## config.mk

```make
export PLATFORM = sky130hd
export DESIGN_NAME = regwrite_arbiter
export DESIGN_NICKNAME = d
export VERILOG_FILES = /design/src/rtl/regwr_pkg.sv /design/src/rtl/mux2x5.sv /design/src/rtl/regwr_wait_ctr.sv /design/src/rtl/regwrite_arbiter.sv
export SDC_FILE = /design/constraint.sdc
export NUM_CORES = 1
export LEC_CHECK = 0
export BUFFER_PORTS_ARGS = -buffer_cell sky130_fd_sc_hd__buf_2
export CAP_MARGIN = 20
export CORE_UTILIZATION = 40
export DETAILED_ROUTE_END_ITERATION = 7
export PLACE_DENSITY_LB_ADDON = 0.1
export SYNTH_ARGS = -nofsm -noshare
export SYNTH_HDL_FRONTEND = slang
export SYNTH_SLANG_ARGS = --single-unit
```

## constraint.sdc

```tcl
create_clock -name clk -period 4.68 [get_ports clk]
set_input_delay 0.234 -clock clk [delete_from_list [all_inputs] [get_ports clk]]
set_output_delay 0.234 -clock clk [all_outputs]
set_load 0.02 [all_outputs]
```

## src/rtl/regwr_pkg.sv

```systemverilog
// Shared constants and grant encoding for the register-file write-port arbiter.
package regwr_pkg;

    localparam int AW_DEF = 5;
    localparam int DW_DEF = 32;

    typedef enum logic [1:0] {
        GNT_NONE = 2'b00,
        GNT0     = 2'b01,
        GNT1     = 2'b10
    } gnt_t;

    localparam logic [4:0] REG_ZERO = 5'd0;

    // A zero-width counter is not legal, so MAX_WAIT=0 still gets one bit.
    function automatic int wait_width(input int max_wait);
        return (max_wait > 0) ? $clog2(max_wait + 1) : 1;
    endfunction

endpackage

```

## src/rtl/mux2x5.sv

```systemverilog
// 5-bit 2:1 select used for the rt/rd-style register destination choice.
module mux2x5 (
    input  logic [4:0] d0,
    input  logic [4:0] d1,
    input  logic       s,
    output logic [4:0] y
);

    assign y = s ? d1 : d0;

endmodule

```

## src/rtl/regwr_wait_ctr.sv

```systemverilog
// Saturating wait counter that tracks how long the long-latency source has been refused.
module regwr_wait_ctr
    import regwr_pkg::*;
#(
    parameter int MAX = 3,
    parameter int W   = wait_width(MAX)
) (
    input  logic         clk,
    input  logic         rst,
    input  logic         clr,
    input  logic         inc,
    output logic [W-1:0] cnt,
    output logic         sat
);

    localparam logic [W-1:0] MAX_V = W'(MAX);

    assign sat = (cnt >= MAX_V);

    always_ff @(posedge clk) begin
        if (rst || clr) begin
            cnt <= '0;
        end else if (inc && !sat) begin
            cnt <= cnt + 1'b1;
        end
    end

endmodule

```

## src/rtl/regwrite_arbiter.sv

```systemverilog
// Arbitrates the single register-file write port between the main writeback and the
// long-latency unit: fixed priority to req0, with req1 forced through after MAX_WAIT refusals.
module regwrite_arbiter
    import regwr_pkg::*;
#(
    parameter int AW       = AW_DEF,
    parameter int DW       = DW_DEF,
    parameter int MAX_WAIT = 3,
    parameter int CW       = 16
) (
    input  logic          clk,
    input  logic          rst,
    input  logic          v0,
    input  logic [AW-1:0] a0,
    input  logic [DW-1:0] d0,
    output logic          rdy0,
    input  logic          v1,
    input  logic [AW-1:0] a1,
    input  logic [DW-1:0] d1,
    output logic          rdy1,
    output logic          we,
    output logic [AW-1:0] wn,
    output logic [DW-1:0] wd,
    output logic          s,
    output logic [CW-1:0] conflicts
);

    localparam int WCW = wait_width(MAX_WAIT);

    // Handshake: a source transfers on any cycle where its v and rdy are both high;
    // rdy is combinational from this cycle's v0/v1 and the wait count, and is low in reset.
    gnt_t           gnt;
    logic           sel;
    logic [AW-1:0]  sel_addr;
    logic [DW-1:0]  sel_data;
    logic [WCW-1:0] wait_cnt;
    logic           wait_sat;

    always_comb begin
        gnt = GNT_NONE;
        if (!rst) begin
            if (v0 && (!v1 || !wait_sat)) begin
                gnt = GNT0;
            end else if (v1) begin
                gnt = GNT1;
            end
        end
    end

    assign rdy0 = (gnt == GNT0);
    assign rdy1 = (gnt == GNT1);
    assign sel  = (gnt == GNT1);

    regwr_wait_ctr #(
        .MAX (MAX_WAIT),
        .W   (WCW)
    ) u_wait_ctr (
        .clk (clk),
        .rst (rst),
        .clr (rdy1 || !v1),
        .inc (v1 && !rdy1),
        .cnt (wait_cnt),
        .sat (wait_sat)
    );

    generate
        if (AW == 5) begin : g_addr_mux
            mux2x5 u_addr_mux (
                .d0 (a0),
                .d1 (a1),
                .s  (sel),
                .y  (sel_addr)
            );
        end else begin : g_addr_sel
            assign sel_addr = sel ? a1 : a0;
        end
    endgenerate

    assign sel_data = sel ? d1 : d0;

    // Writes to R0 still complete the handshake and update wn/wd/s; only we is held low.
    always_ff @(posedge clk) begin
        if (rst) begin
            we <= 1'b0;
            wn <= '0;
            wd <= '0;
            s  <= 1'b0;
        end else if (gnt != GNT_NONE) begin
            we <= (sel_addr != AW'(REG_ZERO));
            wn <= sel_addr;
            wd <= sel_data;
            s  <= sel;
        end else begin
            we <= 1'b0;
        end
    end

    always_ff @(posedge clk) begin
        if (rst) begin
            conflicts <= '0;
        end else if (v0 && v1 && (conflicts != {CW{1'b1}})) begin
            conflicts <= conflicts + 1'b1;
        end
    end

endmodule

```

### Word-level counts from Yosys, hierarchy flattened

Index checks and enable logic that the tools add are counted.

* register bits: 57
* output and inout bits: 57

* add/subtract/negate cells: 2
* $lt $le $gt $ge: 1
* equality and inequality tests: 3
* mux-type cells: 5
* bitwise logic cells: 1
* reductions and logical operators: 14

Operators with widths (number)
* $mux W32: 1
* $add A16 B1 Y16 const B: 1
* $ne A16 B16 Y1 const B: 1
* $mux W2: 3
* $logic_and A1 B1 Y1: 5
* $mux W5: 1
* $reduce_bool A5 Y1: 1
* $logic_not A1 Y1: 3
* $logic_or A1 B1 Y1: 3
* $add A2 B1 Y2 const B: 1
* $eq A2 B1 Y1 const B: 1
* $eq A2 B2 Y1 const B: 1
* $ge A2 B2 Y1 const B: 1
* $reduce_bool A2 Y1: 1
* $reduce_or A2 Y1: 1
* $not A1 Y1: 1

### Longest topological paths before layout

* depth in word-level cells: 10
* gate-level depth with buffers: 7
* depth with buffers taken out: 6

### Cells and area by module

Synthesis repeated with hierarchy kept, for this count alone.

* cells, all modules: 280
* area, all modules: 2621.3 um2

By module, submodules not included
* regwrite_arbiter: instances 1, cells each 267, area an instance 2459.9 um2, seq. area each 1101.1 um2
* regwr_wait_ctr: instances 1, cells each 8, area an instance 105.1 um2, seq. area each 40.0 um2
* mux2x5: instances 1, cells each 5, area an instance 56.3 um2, seq. area each 0.0 um2

### Worst setup path after synthesis

No wires, ideal clock.

* path type: reg-to-reg
* start point: register conflicts[0]
* end point: register conflicts[14]
* arrival time: 2034 ps
* path slack: 2525 ps
* cell stages (with the launch flop): 6
* path buffers: 0
* cells stage by stage: dfxtp_1 > ha_1 > nand3_1 > or4_1 > nor4_1 > mux2_2

* word-level cells in the longest chain between the ends: 2
* elaborated cells on any way between the ends: 3
* classes of those cells: add/sub: 1; eq/ne: 1; reduce/logical: 1

RTL lines
* from (decl): line regwrite_arbiter.sv:25 `output logic [CW-1:0] conflicts`
* from (signal assigned): line regwrite_arbiter.sv:102 `conflicts <= conflicts + 1'b1;`
* branches (longest 2 deep; another with $add A16 B1 Y16)

Several ways; the timed one is not identified.
A chain may end at the register's enable or synchronous reset.

### Worst setup path in the final report

* start point: register u_wait_ctr.cnt[0]
* end point: output rdy1

* word-level cells in the longest chain between the ends: 7

RTL lines
* from (decl): line regwr_wait_ctr.sv:12 `output logic [W-1:0] cnt,`
* from (signal assigned): line regwr_wait_ctr.sv:24 `cnt <= cnt + 1'b1;`
* $ge A2 B2 Y1: line regwr_wait_ctr.sv:18 `assign sat = (cnt >= MAX_V);`
* $logic_not A1 Y1: line regwrite_arbiter.sv:42 `if (v0 && (!v1 || !wait_sat)) begin`
* $logic_or A1 B1 Y1: line regwrite_arbiter.sv:42
* $logic_and A1 B1 Y1: line regwrite_arbiter.sv:42
* $mux W2: line regwrite_arbiter.sv:42
* $mux W2: line regwrite_arbiter.sv:41 `if (!rst) begin`
* $eq A2 B2 Y1: line regwrite_arbiter.sv:51 `assign rdy1 = (gnt == GNT1);`
* to (decl): line regwrite_arbiter.sv:20 `output logic rdy1,`

Every way passes these cells.

==> run metrics <==
Synth async-reset ratio 0%; mapped cell area 2466 um^2; Clk Latency, worst-skew pair ~0.32 ns; H-tree depth 3; clock root cell clkbuf_8; vias in the first global route 2161; Seq/Total Area, Yosys 46.27%; min setup slack post-route 1.810 ns; DIE WIDTH 80.52 um; Resized cells post-CTS 0; fill cell count 573; Critical Path RT 4.45 ns; Layout Nets 494; Slew headroom roughly 35%; Detailed Place HPWL 4.492 mm; final setup fails 0; share of cells above drive strength 1 between 30 and 40%; DR iter-0 viols 127; most common cell in the netlist dfxtp_1; Final Instance Area around 3400 um^2; peak supply drop 0.1678 mV; Post-synth top flop dfxtp_1; outcome completed; RR Startpoint u_wait_ctr.cnt[0]$_SDFFE_PP0P_; post-synth top area share 46.27%; Final min period around 2.9 ns; HP Class input port to flop; routed via count about 2.6k; global-route wire length before repair ~10 mm; Crit Path Max Fanout 34; post-CTS setup buffers 0; Worst Setup Start Kind flop; Final Skew 0.01137 ns; Critical Path AT 2.64 ns; # IOs 135; Layout area overhead 36.48%; leading area contributor after synthesis dfxtp_1; initial antenna violation count 0; mean number of vias per cell ~5.2; Final Max Tran Viols 0; Starting Density about two fifths; largest net degree at the start of global routing 63; Sequential Power Share 48.1%; Hold Path Stages 3; clk slew on worst S/H paths 0.06 ns; Post-synth top cells dfxtp_1, a21oi_1, nand2_1; Sw Share 26.10%; DRT Pass-1 Iters 4; routability cong. 0.7234; top post-synthesis cells by area dfxtp_1, a22oi_1, a21oi_1; TritonCTS Buffers 9; CP Class flop to primary output; Max clock buf depth 2; Core ar. 5921 um^2; number of diodes 0; DRC viols 0; Ys Warns 0; row count 28; FF+latch count, synth between 50 and 60; final hold violations 0; internal power 0.7979 mW; GRT Total Usage 20.22%; Worst Setup End Kind primary output; CTS hold repair buffers 0; max_cap viols 0; post-synthesis average cell area around 8.6 um^2; logic gate share of total power 13.7%; PortBufs 134; worst hold start a0[3]; P_sw 0.2817 mW; global route total overflow 0; Die ar. 6483 um^2; dpl ws 2.081 ns; number of routed nets with antenna violations 0; worst-margin pin slew 0.9617 ns; Routed WL per cell 13.43 um; Final period util between 60% and 70%; worst reg2reg path depth 6; f_max between 0.3 and 0.4 GHz; leak pwr 1.495 nW; fin util a little under three fifths; CTS Sinks 57; Mapped Nets 366; RSZ-0062 raised after global routing false; Synth Instances 286; CTS tree yes; Routed WL 6.623 mm; Clk pwr share 38.2%; synth unique cells 34; Pwr Density around 320 nW/um^2; crit path launch u_wait_ctr.cnt[0]$_SDFFE_PP0P_; total negative slack 0 ns; Die Y roughly 81 um; dpl cell area ~3200 um^2; Post-synth EDFFs 0
==> per-layer routing <==
layer  wire (um)  share of wire, %  GRT usage, %
met4          46              0.69         7.321
met2        3166                48         31.53
met5           0                 0             0
met1        2990                45         25.36
met3         419               6.3         7.386
==> metrics by stage <==
step / instances / hold WS [ns] / power [mW]
finish: 493 / 0.1775 / 1.080
detailed placement: 477 / 0.4340 / 0.6781
global route: 493 / 0.1756 / 1.131
global placement: 477 / 0.4147 / 0.6775
CTS: 492 / 0.1666 / 1.091
floorplan: 286 / 0.3698 / 0.6098
==> critical path, stage by stage, from the launching register on <==
cell and delay (ns):
dfxtp_1 0.32, ha_1 0.23, nand2b_1 0.15, nand3b_1 0.30, clkinv_1 0.87, buf_2 0.45
==> power by group through the flow <==
stage               logic (mW)  registers [mW]  clock network [mW]
floorplan               0.0541           0.556                   0
global placement         0.148           0.529                   0
detailed placement       0.149           0.529                   0
CTS                      0.149           0.519               0.423
global route             0.162           0.521               0.448
finish                   0.148           0.519               0.413
==> logic make-up (layout without fill, tap and decap cells) <==
| logic type | after synthesis | after routing | share of synthesized area (%) |
|---|---|---|---|
| fa+ha+maj | 2 | 2 | 1.015 |
| compound gates | 100 | 100 | 25.37 |
| mux | 8 | 8 | 3.399 |
| simple gates | 93 | 93 | 19.99 |
| flops | 57 | 57 | 46.27 |
| buf+inv | 26 | 158 | 3.957 |
==> registers in the layout, indices dropped and copies added (netlist names) <==
signal and flops:
wd 32, u_wait_ctr.cnt 2, we 1, conflicts 16, wn 5, s 1
==> placed cells by master (no fill, tap or decap), drive strengths merged <==
cell type,n
nor2,9
clkinv,4
mux2i,5
ha,2
a31oi,1
o21ai,7
o21bai,3
a21oi,43
nand4,6
nand3b,1
mux2,3
nor2b,4
nor4,4
or3,5
o211ai,1
nand3,4
nand2b,2
o41ai,1
and3b,1
nand2,41
o31ai,6
clkbuf,12
nor4b,2
a211oi,6
inv,4
dfxtp,57
buf,138
or2,2
or4,9
a22oi,32
nor3,3
==> area by class of cell <==
cell class,count,area (um^2),share of cell area (%)
multi-input cells,203,1231,36.58
flip-flops and latches,57,1141,33.90
well taps,75,93.84,2.788
inverters,5,18.77,0.5576
clock inverters,3,15.01,0.4461
clock buffers,12,165.2,4.907
repair buffers,138,700.7,20.82
==> path summary, 6_finish.rpt <==
| check | slack [ns] | to |
|---|---|---|
| worst min register to register | 0.44 | u_wait_ctr.cnt[0]$_SDFFE_PP0P_ |
| worst max register to register | 2.09 | wd[22]$_SDFFE_PP0P_ |
| worst max-delay path | 1.81 | rdy1 |
| worst min-delay path | 0.18 | we$_SDFF_PP0_ |
Power figures use the tool's default switching activity.
